File: config.mk
export PLATFORM = sky130hd
export DESIGN_NAME = rx_frame_controller
export DESIGN_NICKNAME = d
export VERILOG_FILES = /design/src/rtl/uart_rx_pkg.sv /design/src/rtl/rx_timeout_timer.sv /design/src/rtl/rx_frame_controller.sv
export SDC_FILE = /design/constraint.sdc
export NUM_CORES = 1
export LEC_CHECK = 0
export CORE_UTILIZATION = 59
export CTS_BUF_LIST = sky130_fd_sc_hd__clkbuf_4
export CTS_CLUSTER_DIAMETER = 50
export DETAILED_ROUTE_END_ITERATION = 12
export GPL_ROUTABILITY_DRIVEN = 1
export PLACE_DENSITY_LB_ADDON = 0.2
export REMOVE_ABC_BUFFERS = 1
export SLEW_MARGIN = 15
export SYNTH_ARGS = -nofsm -noshare
export SYNTH_HDL_FRONTEND = slang
export SYNTH_HIERARCHICAL = 1
export SYNTH_SLANG_ARGS = --single-unit
File: constraint.sdc
create_clock -name clk -period 5.45 [get_ports clk]
set_input_delay 1.09 -clock clk [delete_from_list [all_inputs] [get_ports clk]]
set_output_delay 1.09 -clock clk [all_outputs]
set_load 0.05 [all_outputs]
File: src/rtl/uart_rx_pkg.sv
// Shared definitions for the Rx frame controller: FSM state encoding and display error code.
package uart_rx_pkg;

  typedef enum logic [1:0] {
    StIdle,
    StCollect,
    StCommit,
    StErrHold
  } rx_state_e;

  // Byte shown on every display digit pair when a frame is aborted by a line error.
  localparam logic [7:0] ErrCode = 8'hEE;

endpackage

File: src/rtl/rx_timeout_timer.sv
// Clear/enable/expire cycle counter. o_expire is high while the count sits at LIMIT-1.
// The count holds there until cleared.
module rx_timeout_timer #(
  parameter int unsigned LIMIT = 5000
) (
  input  logic i_clk,
  input  logic i_rst_n,
  input  logic i_clr,
  input  logic i_en,
  output logic o_expire
);

  localparam int unsigned W = (LIMIT > 1) ? $clog2(LIMIT) : 1;
  localparam logic [W-1:0] Last = W'(LIMIT - 1);

  logic [W-1:0] r_cnt_q;

  // Count enabled cycles since the last clear, stopping at the terminal value.
  always_ff @(posedge i_clk) begin
    if (!i_rst_n || i_clr) begin
      r_cnt_q <= '0;
    end else if (i_en && !o_expire) begin
      r_cnt_q <= r_cnt_q + W'(1);
    end
  end

  assign o_expire = (r_cnt_q == Last);

endmodule

File: src/rtl/rx_frame_controller.sv
// Collects NUM_BYTES validated Rx bytes (MSB-first) into a display frame and commits it atomically.
// Partial frames are dropped on a line error or inter-byte timeout.
// Optional feature: define RX_FRAME_ERR_DISPLAY_EN to show "EE.." on the display on each error.
module rx_frame_controller
  import uart_rx_pkg::*;
#(
  parameter int unsigned NUM_BYTES       = 2,
  parameter int unsigned TIMEOUT_CYCLES  = 5000,
  parameter int unsigned ERR_HOLD_CYCLES = 16,
  parameter int unsigned CNT_W           = 8
) (
  input  logic                   clk,
  input  logic                   reset,
  input  logic [7:0]             Rx_DATA,
  input  logic                   Rx_VALID,
  input  logic                   Rx_FERROR,
  input  logic                   Rx_PERROR,
  output logic [8*NUM_BYTES-1:0] msg_digits,
  output logic                   msg_update,
  output logic                   busy,
  output logic [CNT_W-1:0]       frame_count,
  output logic [CNT_W-1:0]       err_count,
  output logic                   timeout
);

  localparam int unsigned IdxW = $clog2(NUM_BYTES + 1);

  rx_state_e              r_state_q, r_state_d;
  logic [7:0]             r_buf_q [NUM_BYTES];
  logic [7:0]             r_buf_d [NUM_BYTES];
  logic [IdxW-1:0]        r_idx_q, r_idx_d;
  logic [8*NUM_BYTES-1:0] r_msg_q, r_msg_d;
  logic                   r_upd_q, r_upd_d;
  logic                   r_to_q, r_to_d;
  logic [CNT_W-1:0]       r_fc_q, r_fc_d;
  logic [CNT_W-1:0]       r_ec_q, r_ec_d;
  logic                   r_valid_q, r_err_q;

  logic                   w_err_lvl, w_accept, w_err_evt;
  logic [IdxW-1:0]        w_wr_idx;
  logic                   w_last, w_take, w_abort;
  logic                   w_byte_expire, w_hold_expire;
  logic [CNT_W-1:0]       w_ec_inc;

  assign w_err_lvl = Rx_FERROR | Rx_PERROR;
  // A byte counts only on the rising edge of VALID on a clean line.
  assign w_accept  = Rx_VALID & ~r_valid_q & ~w_err_lvl;
  assign w_err_evt = w_err_lvl & ~r_err_q;
  // Outside COLLECT an accepted byte always starts a new frame at slot 0.
  assign w_wr_idx  = (r_state_q == StCollect) ? r_idx_q : '0;
  assign w_last    = (w_wr_idx == IdxW'(NUM_BYTES - 1));
  assign w_ec_inc  = (r_ec_q == '1) ? r_ec_q : r_ec_q + CNT_W'(1);

  rx_timeout_timer #(
    .LIMIT (TIMEOUT_CYCLES)
  ) u_byte_timer (
    .i_clk    (clk),
    .i_rst_n  (reset),
    .i_clr    ((r_state_q != StCollect) || w_accept),
    .i_en     (r_state_q == StCollect),
    .o_expire (w_byte_expire)
  );

  rx_timeout_timer #(
    .LIMIT (ERR_HOLD_CYCLES)
  ) u_hold_timer (
    .i_clk    (clk),
    .i_rst_n  (reset),
    .i_clr    (r_state_q != StErrHold),
    .i_en     (r_state_q == StErrHold),
    .o_expire (w_hold_expire)
  );

  // Next-state, buffer, display and counter updates.
  always_comb begin
    r_state_d = r_state_q;
    r_buf_d   = r_buf_q;
    r_idx_d   = r_idx_q;
    r_msg_d   = r_msg_q;
    r_upd_d   = 1'b0;
    r_to_d    = 1'b0;
    r_fc_d    = r_fc_q;
    r_ec_d    = r_ec_q;
    w_take    = 1'b0;
    w_abort   = 1'b0;

    unique case (r_state_q)
      StIdle, StCommit: begin
        if (w_err_evt) begin
          w_abort = 1'b1;
        end else if (w_accept) begin
          w_take = 1'b1;
        end else begin
          r_state_d = StIdle;
        end
      end
      StCollect: begin
        if (w_err_evt) begin
          w_abort = 1'b1;
        end else if (w_accept) begin
          w_take = 1'b1;
        end else if (w_byte_expire) begin
          r_state_d = StIdle;
          r_to_d    = 1'b1;
          r_ec_d    = w_ec_inc;
          r_idx_d   = '0;
          for (int i = 0; i < NUM_BYTES; i++) r_buf_d[i] = '0;
        end
      end
      StErrHold: begin
        if (w_hold_expire) r_state_d = StIdle;
      end
    endcase

    if (w_take) begin
      r_buf_d[w_wr_idx] = Rx_DATA;
      if (w_last) begin
        // Load the display on entry to COMMIT so digits and the update pulse line up.
        r_state_d = StCommit;
        r_idx_d   = '0;
        r_upd_d   = 1'b1;
        r_fc_d    = r_fc_q + CNT_W'(1);
        for (int i = 0; i < NUM_BYTES; i++) r_msg_d[8*(NUM_BYTES-1-i) +: 8] = r_buf_d[i];
      end else begin
        r_state_d = StCollect;
        r_idx_d   = w_wr_idx + IdxW'(1);
      end
    end

    if (w_abort) begin
      r_state_d = StErrHold;
      r_ec_d    = w_ec_inc;
      r_idx_d   = '0;
      for (int i = 0; i < NUM_BYTES; i++) r_buf_d[i] = '0;
`ifdef RX_FRAME_ERR_DISPLAY_EN
      r_msg_d   = {NUM_BYTES{ErrCode}};
      r_upd_d   = 1'b1;
`endif
    end
  end

  // State and datapath registers with synchronous active-low reset.
  always_ff @(posedge clk) begin
    if (!reset) begin
      r_state_q <= StIdle;
      for (int i = 0; i < NUM_BYTES; i++) r_buf_q[i] <= '0;
      r_idx_q   <= '0;
      r_msg_q   <= '0;
      r_upd_q   <= 1'b0;
      r_to_q    <= 1'b0;
      r_fc_q    <= '0;
      r_ec_q    <= '0;
      r_valid_q <= 1'b0;
      r_err_q   <= 1'b0;
    end else begin
      r_state_q <= r_state_d;
      r_buf_q   <= r_buf_d;
      r_idx_q   <= r_idx_d;
      r_msg_q   <= r_msg_d;
      r_upd_q   <= r_upd_d;
      r_to_q    <= r_to_d;
      r_fc_q    <= r_fc_d;
      r_ec_q    <= r_ec_d;
      r_valid_q <= Rx_VALID;
      r_err_q   <= w_err_lvl;
    end
  end

  assign msg_digits  = r_msg_q;
  assign msg_update  = r_upd_q;
  assign busy        = (r_state_q != StIdle);
  assign frame_count = r_fc_q;
  assign err_count   = r_ec_q;
  assign timeout     = r_to_q;

endmodule

======== After elaboration in Yosys (flattened, before gate mapping) ========
Index checks and enable logic that the tools add are counted.
storage, ports and cells
  word-level logic and storage cells ...... 108
  register bits ........................... 73
  input port bits ......................... 13
  output and inout port bits .............. 35
operators by class
  reduce and logical (&&, ||, !) cells .... 24
  multiplexer cells ....................... 35
  bitwise operators ....................... 10
  eq/ne operators ......................... 19
  $lt $le $gt $ge ......................... 2
  add/subtract/negate cells ............... 5
operators by type and width
  operator                 count
  $mux W16                 5
  $mux W8                  7
  $mux W2                  13
  $ne A4 B4 Y1 const B     6
  $add A8 B1 Y8 const B    2
  $bwmux W16               1
  $add A13 B1 Y13 const B  1
  $eq A13 B13 Y1 const B   1
  $ne A2 B1 Y1 const B     5
  $reduce_bool A2 Y1       5
  $demux W8 S1             1
  $eq A8 B8 Y1 const B     1
  $reduce_and A4 Y1        2
  $mux W1                  7
  $pmux W2 S3              1
  $reduce_and A6 Y1        1
  $not A1 Y1               5
  $add A4 B1 Y4 const B    1
  $eq A2 B1 Y1 const B     2
  $eq A2 B2 Y1 const B     2
  $eq A4 B4 Y1 const B     1
  $reduce_and A2 Y1        2
  $reduce_or A2 Y1         2
  $reduce_or A4 Y1         1
  12 further kinds         20

======== Logic depth before layout (Yosys ltp) ========
Gate-level depths: netlist (run 1).
  word-level depth ........................ 9
  gate-level depth with buffers ........... 8
  depth with buffers taken out ............ 7

======== Modules after synthesis ========
Netlist (run 1), hierarchy kept.
modules (own cells, without submodules)
  module                            area each (um^2)  sequential area each (um^2)  cells an instance  times used
  rx_frame_controller               2040.7            960.9                        234                1
  rx_timeout_timer at u_byte_timer  700.7             260.2                        72                 1
  rx_timeout_timer at u_hold_timer  197.7             80.1                         23                 1

======== Worst setup path before layout (run 1) ========
OpenSTA, ideal clock, no wires.
  path type ............................... input port to flip-flop
  from .................................... in Rx_PERROR
  to ...................................... reg u_byte_timer.r_cnt_q[10]
  setup time .............................. 128 ps
  stages on the path ...................... 6
  buffers on the path ..................... 2
  data arrival time ....................... 2385 ps
  setup slack ............................. 2937 ps
  data required time ...................... 5322 ps
  cells stage by stage .................... or4b_4 -> buf_6 -> nand2_1 -> nand2b_1 -> clkbuf_1 -> nor2_1
between the ends
  cells in the longest elaborated chain, start to end .. 5
RTL lines
  what                    line                       RTL
  start: declaration      rx_frame_controller.sv:17  input logic Rx_PERROR,
  $or A1 B1 Y1            rx_frame_controller.sv:45  assign w_err_lvl = Rx_FERROR | Rx_PERROR;
  $not A1 Y1              rx_frame_controller.sv:47  assign w_accept = Rx_VALID & ~r_valid_q & ~w_err_lvl;
  $and A1 B1 Y1           rx_frame_controller.sv:47
  $logic_or A1 B1 Y1      rx_frame_controller.sv:59  .i_clr ((r_state_q != StCollect) || w_accept),
  $logic_or A1 B1 Y1      rx_timeout_timer.sv:20     if (!i_rst_n || i_clr) begin
  end signal: assignment  rx_timeout_timer.sv:23     r_cnt_q <= r_cnt_q + W'(1);
  end: declaration        rx_timeout_timer.sv:16     logic [W-1:0] r_cnt_q;
Every way passes these cells.
A chain may end at the register's enable or synchronous reset.

======== Final worst setup path (run 1) ========
  from .................................... reg r_state_q[0]
  to ...................................... out busy
between the ends
  cells in the longest elaborated chain, start to end .. 1
RTL lines
  what                      line                        RTL
  start: declaration        rx_frame_controller.sv:28   rx_state_e r_state_q, r_state_d;
  start signal: assignment  rx_frame_controller.sv:145  r_state_q <= StIdle;
  start signal: assignment  rx_frame_controller.sv:156  r_state_q <= r_state_d;
  $reduce_bool A2 Y1        rx_frame_controller.sv:171  assign busy = (r_state_q != StIdle);
  end: declaration          rx_frame_controller.sv:20   output logic busy,
Every way passes these cells.

==> results of run 1 <==
## worst min-delay path by stage
stage / startpoint / endpoint / slack, ps / cells past startpoint
after floorplan: r_buf_q[10] / msg_digits[10] / 430 / 2
after global placement: r_buf_q[15] / msg_digits[15] / 440 / 2
after detailed placement: r_buf_q[14] / msg_digits[14] / 450 / 2
after CTS: r_buf_q[8] / msg_digits[8] / 450 / 2
after global routing: r_buf_q[11] / msg_digits[11] / 480 / 2
final: msg_digits[6] / msg_digits[6] / 460 / 2
## flip-flops by register name, summed over array words and instances (netlist names)
| name | flops |
|---|---|
| msg_digits | 16 |
| r_err_q | 1 |
| timeout | 1 |
| frame_count | 8 |
| r_valid_q | 1 |
| msg_update | 1 |
| r_state_q | 2 |
| r_idx_q | 2 |
| u_byte_timer/r_cnt_q | 13 |
| err_count | 8 |
| u_hold_timer/r_cnt_q | 4 |
| r_buf_q | 8 |
## report_power, final
group | leakage, uW | switching [uW] | total (uW) | internal, uW
clock network | 0.0000787 | 168 | 321 | 153
registers | 0.000525 | 7.98 | 489 | 481
logic | 0.000591 | 45.1 | 73.4 | 28.3
total | 0.00119 | 221 | 883 | 662
## worst register-to-register path, stage by stage (launching register included)
cell and delay (ps):
dfxtp_1 390, ha_1 240, and4_1 260, and3_4 250
and3b_1 210, a22oi_4 120, or4_1 540, a21oi_1 150
## cell families (layout without fill, tap and decap cells)
group,count (synthesis),count (layout),share of synthesized area
simple gates,157,157,0.3027
flops,65,65,0.4427
compound gates,51,51,0.1060
buf+inv,22,72,0.03533
xor+xnor,18,18,0.05364
mux,12,12,0.04257
fa+ha+maj,4,4,0.01703
## metrics by stage
stage | cells | hold slack (ps) | worst slack (ps)
5_1_grt | 446 | 480.8 | 2390
4_1_cts | 446 | 453.9 | 2448
2_1_floorplan | 316 | 431.6 | 2862
3_3_place_gp | 430 | 440.0 | 2221
6_report | 446 | 462.2 | 2468
3_5_place_dp | 430 | 446.5 | 2161
## cell usage in the layout, fill, tap and decap left out, drive strengths merged, types with 8 or more instances in the layout
master         count
dfxtp             65
nand2             54
clkdlybuf4s50     47
nor2              37
a21oi             27
xnor2             16
clkbuf            12
mux2i             11
nand3             10
nor3              10
inv                9
nand4              9
nor4               9
o21ai              8
## routing by layer
layer,up-vias,track usage,part of all wire
met3,9,0.05939,0.037
li1,1234,-,-
met5,-,0,0
met4,0,0.09804,0.012
met1,1132,0.2727,0.47
met2,38,0.4154,0.48
## cell type report
class                           instances  share of cell area
Clock buffer                           12             0.02533
Clock inverter                          4             0.01231
Inverter                                9            0.009497
Multi-Input combinational cell        242              0.4312
Sequential cell                        65              0.3658
Tap cell                               67             0.02357
Timing Repair Buffer                   47              0.1323
==> summary.md, run 1 <==
| Metric | Value |
|---|---|
| Fin area | `about 3600 sq um` |
| FF+latch count, synth | `between 60 and 70` |
| Synth area leaders | `dfxtp_1, nand2_1, xnor2_1` |
| # H-tree levels | `3` |
| Vias/cell | `5.410` |
| # resized after CTS | `0` |
| Slowest cell on the critical path | `clkdlybuf4s50_1` |
| Crit Path Class | `reg -> out` |
| Tot GR Track Use | `0.2361` |
| Synthesis-to-layout area growth | `21.03%` |
| Root Buffer | `clkbuf_4` |
| DR DRC count | `0` |
| Cell variety after synth | `56` |
| Detailed-route wire length | `slightly below 6000 um` |
| Slew Limit Headroom | `0.3139` |
| Num CTS Buffers | `9` |
| Post-layout min period | `approximately 3000 ps` |
| CP required | `between 4000 and 5000 ps` |
| Cell family with most CP delay | `buffers and inverters` |
| Die width | `between 70 and 80 um` |
| Max-cap viol count | `0` |
| RSZ-0062 raised after global routing | `no` |
| Clock Latency Late Sink | `approximately 400 ps` |
| Startpoint Class | `flip-flop` |
| Synth Flop Type | `dfxtp_1` |
| EDFF count, synth | `0` |
| Gpl congestion | `slightly above 0.8` |
| Vias in the first global route | `roughly 2300` |
| DP Area | `about 3400 sq um` |
| Antenna violations before repair | `0` |
| Post-route ant nets | `0` |
| HP Class | `reg -> reg` |
| Finished Core Util | `0.7482` |
| Syn. warnings | `6` |
| Worst-margin pin slew | `1028 ps` |
| R2R Setup Slk | `approximately 3200 ps` |
| Crit-path max cell delay | `approximately 790 ps` |
| FP Rows | `25` |
| Num ports | `48` |
| Synth top area share | `0.4427` |
| PortBufs | `47` |
| Starting Density | `0.6182` |
| Final setup viols | `0` |
| Most frequent cell after synthesis | `dfxtp_1` |
| Final Power | `just under 900 uW` |
| Crit. Startpoint | `r_state_q[0]` |
| Buffers and inverters on the worst path | `1` |
| Instance count on the critical path | `2` |
| Sink Count | `65` |
| FF-to-FF End | `err_count[6]` |
| Clock tree from TritonCTS | `built` |
| Peak Freq | `roughly 0.34 GHz` |
| Maximum fanout along the worst path | `11` |
| Ys async rst share | `0` |
| Status | `completed` |
| Die height | `just over 70 um` |
| Worst reg2reg path startpoint | `u_byte_timer/r_cnt_q[0]` |
| Fillcell total | `~350` |
| Final hold vios | `0` |
| Area taken by multi-input logic gates | `~1500 sq um` |
| Layout Skew | `approximately 11 ps` |
| # diodes | `0` |
| Fin crit share | `0.5472` |
| Crit end category | `primary output` |
| Top cells by count, synth | `dfxtp_1, nand2_1, nor2_1` |
| Storage element area | `1301 sq um` |
| Cells after Synth | `329` |
| Drt wl/cell | `13.16 um` |
| Power per cell area | `between 200 and 250 nW/um^2` |
| Iteration-0 DRC count of the detailed router | `approximately 130` |
| Core box area | `roughly 4800 sq um` |
| R2R depth | `7` |
| Mean Syn Cell Area | `just under 9 sq um` |
| CTS Hold Bufs | `0` |
| Crit path to | `busy` |
| Pin count of the biggest net entering global routing | `34` |
| Worst IR Drop VDD | `0.1711 mV` |
| DR vias | `2413` |
| Critical Path AT | `roughly 1900 ps` |
| Global-route wire length before repair | `9708 um` |
| Share of cells above drive strength 1 | `0.1029` |
| Longest Clk Path Bufs | `2` |
| # nets final | `about 390` |
| Drt pass-1 iters | `4` |
| Cell Chain, Critical Path | `or2_2, clkdlybuf4s50_1` |
| Cell area after synthesis | `around 2900 sq um` |
| Register area share after synthesis | `0.4427` |
| Cell taking the most area after synthesis | `dfxtp_1` |
| Max Slew Vio Count | `0` |
| Setup TNS | `0 ps` |
| DPL Wire Length | `approximately 4000 um` |
| Grt total ovfl | `0` |
| Leak pwr | `roughly 0.0012 uW` |
| Post CTS Setup Buffer Count | `0` |
| Full die area | `5268 sq um` |
| Clock slew at reported path FFs | `110 ps` |
(Power assumes the default switching activity.)
==> run 2: changes to the inputs <==
--- a/config.mk
+++ b/config.mk
@@ -5,7 +5,7 @@
 export SDC_FILE = /design/constraint.sdc
 export NUM_CORES = 1
 export LEC_CHECK = 0
-export CORE_UTILIZATION = 59
+export CORE_UTILIZATION = 55
 export CTS_BUF_LIST = sky130_fd_sc_hd__clkbuf_4
 export CTS_CLUSTER_DIAMETER = 50
 export DETAILED_ROUTE_END_ITERATION = 12
==> constraint.sdc (replaced) <==
create_clock -name clk -period 3.05 [get_ports clk]
set_input_delay 0.61 -clock clk [delete_from_list [all_inputs] [get_ports clk]]
set_output_delay 0.61 -clock clk [all_outputs]
set_load 0.05 [all_outputs]
==> run 2 against run 1 <==
Design area is 0.46% higher. Worst setup slack worse by 1900 ps. Sequential share of layout area is 0.17 points lower. Highest routed layer unchanged.
==> summary.md, run 2 (synthesized netlist as in run 1, its figures left out) <==
| Metric | Value |
|---|---|
| Vias in the first global route | `2164 (-4.6%)` |
| Final Power | `1529 uW (+73%)` |
| # nets final | `395 (+1.0%)` |
| Layout Skew | `10.79 ps (+0.2043 ps)` |
| Startpoint Class | `flip-flop` |
| Commonest non-fill, non-tap cell in the layout | `dfxtp_1` |
| Pin count of the biggest net entering global routing | `34 (unchanged)` |
| Pint | `1147 uW (+73%)` |
| Layout Cells excl Fill | `451 (+1.1%)` |
| Comb pwr share | `0.089 (+0.006)` |
| Longest Clk Path Bufs | `2 (unchanged)` |
| Share of cells above drive strength 1 | `0.1076 (+0.004709)` |
| Clock tree from TritonCTS | `built` |
| Max reg flops | `16 (unchanged)` |
| Worst IR Drop VDD | `0.3103 mV (+81%)` |
| Slew Limit Headroom | `0.3148 (+0.0009160)` |
| Post-route ant nets | `0 (unchanged)` |
| Full die area | `5640 sq um (+7.1%)` |
| Num ports | `48 (unchanged)` |
| Fillcell total | `426 (+23%)` |
| Power per cell area | `428.0 nW/um^2 (+72%)` |
| Die height | `75.10 um (+3.5%)` |
| Grt total ovfl | `0 (unchanged)` |
| HP Class | `reg -> reg` |
| Critical Path AT | `1870 ps (-20 ps)` |
| Post CTS Setup Buffer Count | `0 (unchanged)` |
| Detailed-route wire length | `5835 um (-0.60%)` |
| Max Slew Vio Count | `0 (unchanged)` |
| DPL Wire Length | `4004 um (+1.6%)` |
| CP required | `2440 ps (-1920 ps)` |
| Commonest cells after routing, fill and taps aside | `dfxtp_1, nand2_1, clkdlybuf4s50_1` |
| Fin crit share | `0.8117` |
| Num CTS Buffers | `9 (unchanged)` |
| RSZ-0062 raised after global routing | `no` |
| Clock slew at reported path FFs | `100 ps (about the same)` |
| Cell family with most CP delay | `buffers and inverters` |
| Synthesis-to-layout area growth | `21.58%` |
| DR DRC count | `0 (unchanged)` |
| Crit-path max cell delay | `790 ps (about the same)` |
| Max-cap viol count | `0 (unchanged)` |
| Worst-margin pin slew | `1027 ps (-1.373 ps)` |
| Psw | `382.6 uW (+73%)` |
| Setup WS pre-CTS | `340.3 ps (-1820 ps)` |
| Crit Path Class | `reg -> out` |
| PortBufs | `47 (unchanged)` |
| Slowest cell on the critical path | `clkdlybuf4s50_1` |
| Maximum fanout along the worst path | `11 (unchanged)` |
| # H-tree levels | `3 (unchanged)` |
| Sw Ratio | `0.2502 (about the same)` |
| # resized after CTS | `0 (unchanged)` |
| Clock Power Share | `0.341 (-0.022)` |
| Drt wl/cell | `12.94 um (-1.7%)` |
| Clock Latency Late Sink | `390 ps (about the same)` |
| FP Rows | `26 (+4.0%)` |
| Crit end category | `primary output` |
| Peak Freq | `between 0.4 and 0.5 GHz` |
| Final worst-path setup slack | `574.3 ps (-1893 ps)` |
| Sink Count | `65 (unchanged)` |
| # diodes | `0 (unchanged)` |
| Die width | `75.10 um (+3.5%)` |
| Starting Density | `0.5718 (-0.04635)` |
| Buffers and inverters on the worst path | `1 (unchanged)` |
| R2R Setup Slk | `810 ps (-2410 ps)` |
| Final hold vios | `0 (unchanged)` |
| Leak pwr | `0.001205 uW (+0.84%)` |
| Root Buffer | `clkbuf_4` |
| Iteration-0 DRC count of the detailed router | `146 (+17%)` |
| Status | `completed` |
| Global-route wire length before repair | `9280 um (-4.4%)` |
| DP Area | `3457 sq um (+0.99%)` |
| Cell Chain, Critical Path | `or2_2, clkdlybuf4s50_1` |
| Setup TNS | `0 ps (unchanged)` |
| Sequential group share of total power | `0.571 (+0.017)` |
| Gpl congestion | `0.7814 (-3.0%)` |
| Vias/cell | `5.472 (+1.1%)` |
| Antenna violations before repair | `0 (unchanged)` |
| Fin area | `3573 sq um (+0.46%)` |
| Final setup viols | `0 (unchanged)` |
| Drt pass-1 iters | `4 (unchanged)` |
| Core box area | `5140 sq um (+8.1%)` |
| Placed cells | `437 (+1.6%)` |
| CTS Hold Bufs | `0 (unchanged)` |
| DR vias | `2468 (+2.3%)` |
| Post-layout min period | `around 2500 ps` |
| Tot GR Track Use | `0.2174 (-0.01862)` |
==> run 2: worst paths after layout <==
path	from	depth (start not counted)	to
hold reg to reg	r_buf_q[13]	2	msg_digits[13]
setup reg to reg	u_byte_timer/r_cnt_q[0]	7	err_count[3]
hold / removal	r_buf_q[13]	2	msg_digits[13]
setup / recovery	r_state_q[0]	2	busy
==> run 2: cell type report <==
| cell class | instances | area, sq um | share of cell area |
|---|---|---|---|
| multi-input cells | 242 | 1534 | 0.4293 |
| flip-flops and latches | 65 | 1301 | 0.3641 |
| repair buffers | 51 | 500.5 | 0.1401 |
| well taps | 70 | 87.58 | 0.02451 |
| clock buffers | 9 | 67.56 | 0.01891 |
| clock inverters | 5 | 48.80 | 0.01366 |
| inverters | 9 | 33.78 | 0.009454 |
==> run 2: power groups by stage <==
| stage | clock network, uW | registers [uW] | logic, uW |
|---|---|---|---|
| 2_1_floorplan | 0 | 899 | 74.7 |
| 3_3_place_gp | 0 | 892 | 133 |
| 3_5_place_dp | 0 | 892 | 135 |
| 4_1_cts | 536 | 873 | 136 |
| 5_1_grt | 570 | 876 | 146 |
| 6_report | 521 | 873 | 136 |
==> run 2: tightest hold or removal path, stage by stage (launching register included) <==
cell	delay, ps
dfxtp_1	320
nand2_1	50
a21oi_1	50
==> run 2: metal layers <==
layer  share of wire  global-route usage  routed length (um)  up-vias
met4           0.019              0.1069                 108        0
met2            0.48              0.3694                2776       48
li1                -                   -                   -     1249
met3           0.040             0.04953                 232       11
met1            0.47              0.2590                2718     1160
met5               0                   0                   0        -
==> run 2: through the flow <==
stage,hold slack [ps],util
finish,459.1,0.6952
detailed placement,447.2,0.6726
global route,482.2,0.6952
floorplan,431.6,-
CTS,461.5,0.6952
global placement,439.3,0.6726
==> run 3: changes to the inputs <==
==> constraint.sdc (replaced) <==
create_clock -name clk -period 2.4 [get_ports clk]
set_input_delay 0.48 -clock clk [delete_from_list [all_inputs] [get_ports clk]]
set_output_delay 0.48 -clock clk [all_outputs]
set_load 0.05 [all_outputs]
==> run 3 against run 2 <==
Worst setup slack got worse by 460 ps. Wire length increased by 9.5%. Flip-flop and latch count did not move. Register-to-register slack got worse by 690 ps. Die area is the same. Non-clock buffer count grew 8. Design area grew 3.3%. Clock power is 37% higher. Critical path type is now reg -> reg. Critical endpoint is now err_count[6].
==> summary.md, run 3 (synthesized netlist as in run 1, its figures left out) <==
| Metric | Value |
|---|---|
| Status | `completed` |
| Gpl congestion | `0.7625 (-2.4%)` |
| Fin crit share | `0.9517` |
| Fillcell total | `453 (+6.3%)` |
| Slew Limit Headroom | `0.6476 (+0.3328)` |
| FP Rows | `26 (unchanged)` |
| Synthesis-to-layout area growth | `25.54%` |
| PortBufs | `47 (unchanged)` |
| Post CTS Setup Buffer Count | `0 (unchanged)` |
| # diodes | `0 (unchanged)` |
| Hold Crit Start | `msg_digits[2]` |
| Post-route ant nets | `0 (unchanged)` |
| Final Power | `2009 uW (+31%)` |
| Die height | `75.10 um (unchanged)` |
| Longest Clk Path Bufs | `2 (unchanged)` |
| Full die area | `5640 sq um (unchanged)` |
| Placed cells | `445 (+1.8%)` |
| Final setup viols | `0 (unchanged)` |
| Crit. Startpoint | `u_byte_timer/r_cnt_q[0]` |
| Worst IR Drop VDD | `0.3570 mV (+15%)` |
| Setup TNS | `0 ps (unchanged)` |
| Clock Latency Late Sink | `400 ps (about the same)` |
| Clock tree from TritonCTS | `built` |
| Global-route wire length before repair | `10340 um (+11%)` |
| Startpoint Class | `flip-flop` |
| RSZ-0062 raised after global routing | `no` |
| Share of cells above drive strength 1 | `0.1385 (+0.03085)` |
| Peak Freq | `around 0.44 GHz` |
| Leak pwr | `0.001272 uW (+5.6%)` |
| Critical Path AT | `2600 ps (+730 ps)` |
| Tot GR Track Use | `0.2448 (+0.02739)` |
| Power per cell area | `544.5 nW/um^2 (+27%)` |
| Max Slew Vio Count | `0 (unchanged)` |
| DPL Wire Length | `4294 um (+7.2%)` |
| Layout Skew | `18.30 ps (+7.510 ps)` |
| Drt wl/cell | `13.90 um (+7.4%)` |
| Commonest non-fill, non-tap cell in the layout | `dfxtp_1` |
| Clock slew at reported path FFs | `110 ps (about the same)` |
| Die width | `75.10 um (unchanged)` |
| Drt pass-1 iters | `4 (unchanged)` |
| Num CTS Buffers | `9 (unchanged)` |
| Iteration-0 DRC count of the detailed router | `115 (-21%)` |
| Max-cap viol count | `0 (unchanged)` |
| Grt total ovfl | `0 (unchanged)` |
| DR DRC count | `0 (unchanged)` |
| Crit end category | `flip-flop` |
| Detailed-route wire length | `6392 um (+9.5%)` |
| Vias in the first global route | `2302 (+6.4%)` |
| CTS Hold Bufs | `0 (unchanged)` |
| Layout Cells excl Fill | `460 (+2.0%)` |
| Sink Count | `65 (unchanged)` |
| Worst-margin pin slew | `526.9 ps (-499.7 ps)` |
| # nets final | `403 (+2.0%)` |
| HP Class | `reg -> reg` |
| DR vias | `2496 (+1.1%)` |
| Num ports | `48 (unchanged)` |
| Crit Path Class | `reg -> reg` |
| Fin area | `3690 sq um (+3.3%)` |
| # resized after CTS | `0 (unchanged)` |
| # H-tree levels | `3 (unchanged)` |
| Pin count of the biggest net entering global routing | `23 (-32%)` |
| Maximum fanout along the worst path | `14 (+3)` |
| WHS | `459.3 ps (+0.2250 ps)` |
| Core box area | `5140 sq um (unchanged)` |
| Area taken by multi-input logic gates | `1536 sq um (+0.16%)` |
| Final hold vios | `0 (unchanged)` |
| Post-layout min period | `about 2300 ps` |
| Commonest cells after routing, fill and taps aside | `dfxtp_1, nand2_1, clkdlybuf4s50_1` |
| DP Area | `3555 sq um (+2.8%)` |
| Starting Density | `0.5718 (unchanged)` |
| Root Buffer | `clkbuf_4` |
| Max reg flops | `16 (unchanged)` |
| Antenna violations before repair | `0 (unchanged)` |
| CP required | `2720 ps (+280 ps)` |
| Vias/cell | `5.426 (-0.84%)` |
| Worst reg2reg path startpoint | `u_byte_timer/r_cnt_q[0]` |
| Storage element area | `1304 sq um (+0.19%)` |
## run 3: routing by layer
metal | up-vias | part of all wire | track usage
li1 | 1259 | - | -
met1 | 1168 | 0.44 | 0.2937
met2 | 59 | 0.49 | 0.4154
met3 | 10 | 0.055 | 0.05756
met4 | 0 | 0.014 | 0.1132
met5 | - | 0 | 0
## run 3: worst paths after layout
kind | end | slack (ps) | depth (start not counted)
min | msg_digits[2] | 460 | 2
max | err_count[6] | 120 | 8
max reg2reg | err_count[6] | 120 | 8
min reg2reg | msg_digits[2] | 460 | 2
## run 3: final cells by class
type,instances,area share
clock buffer,11,0.02238
clock inverter,4,0.01221
inverter,9,0.009156
multi-input combinational,242,0.4164
sequential,65,0.3533
tap,70,0.02374
timing repair buffer,59,0.1628
## run 3: where the power goes
part | total, uW | leakage [uW] | internal, uW | switching (uW)
Clock | 712 | 0.0000765 | 331 | 380
Sequential | 1110 | 0.000526 | 1090 | 13.4
Combinational | 192 | 0.000669 | 80.1 | 112
## run 3: critical path, stage by stage (launching register included)
cell	delay (ps)
dfxtp_2	370
ha_2	210
and4_1	250
and3_4	260
and3b_1	210
a22oi_4	50
buf_4	180
or4_1	500
a21oi_1	160
## run 3: per-stage QoR
| stage | setup slack [ps] | util |
|---|---|---|
| final | 115.9 | 0.7179 |
| after global routing | 37.71 | 0.7179 |
| after CTS | 69.32 | 0.7164 |
| after detailed placement | 1.803 | 0.6916 |
| after global placement | 76.55 | 0.6916 |
| after floorplan | 384.3 | - |
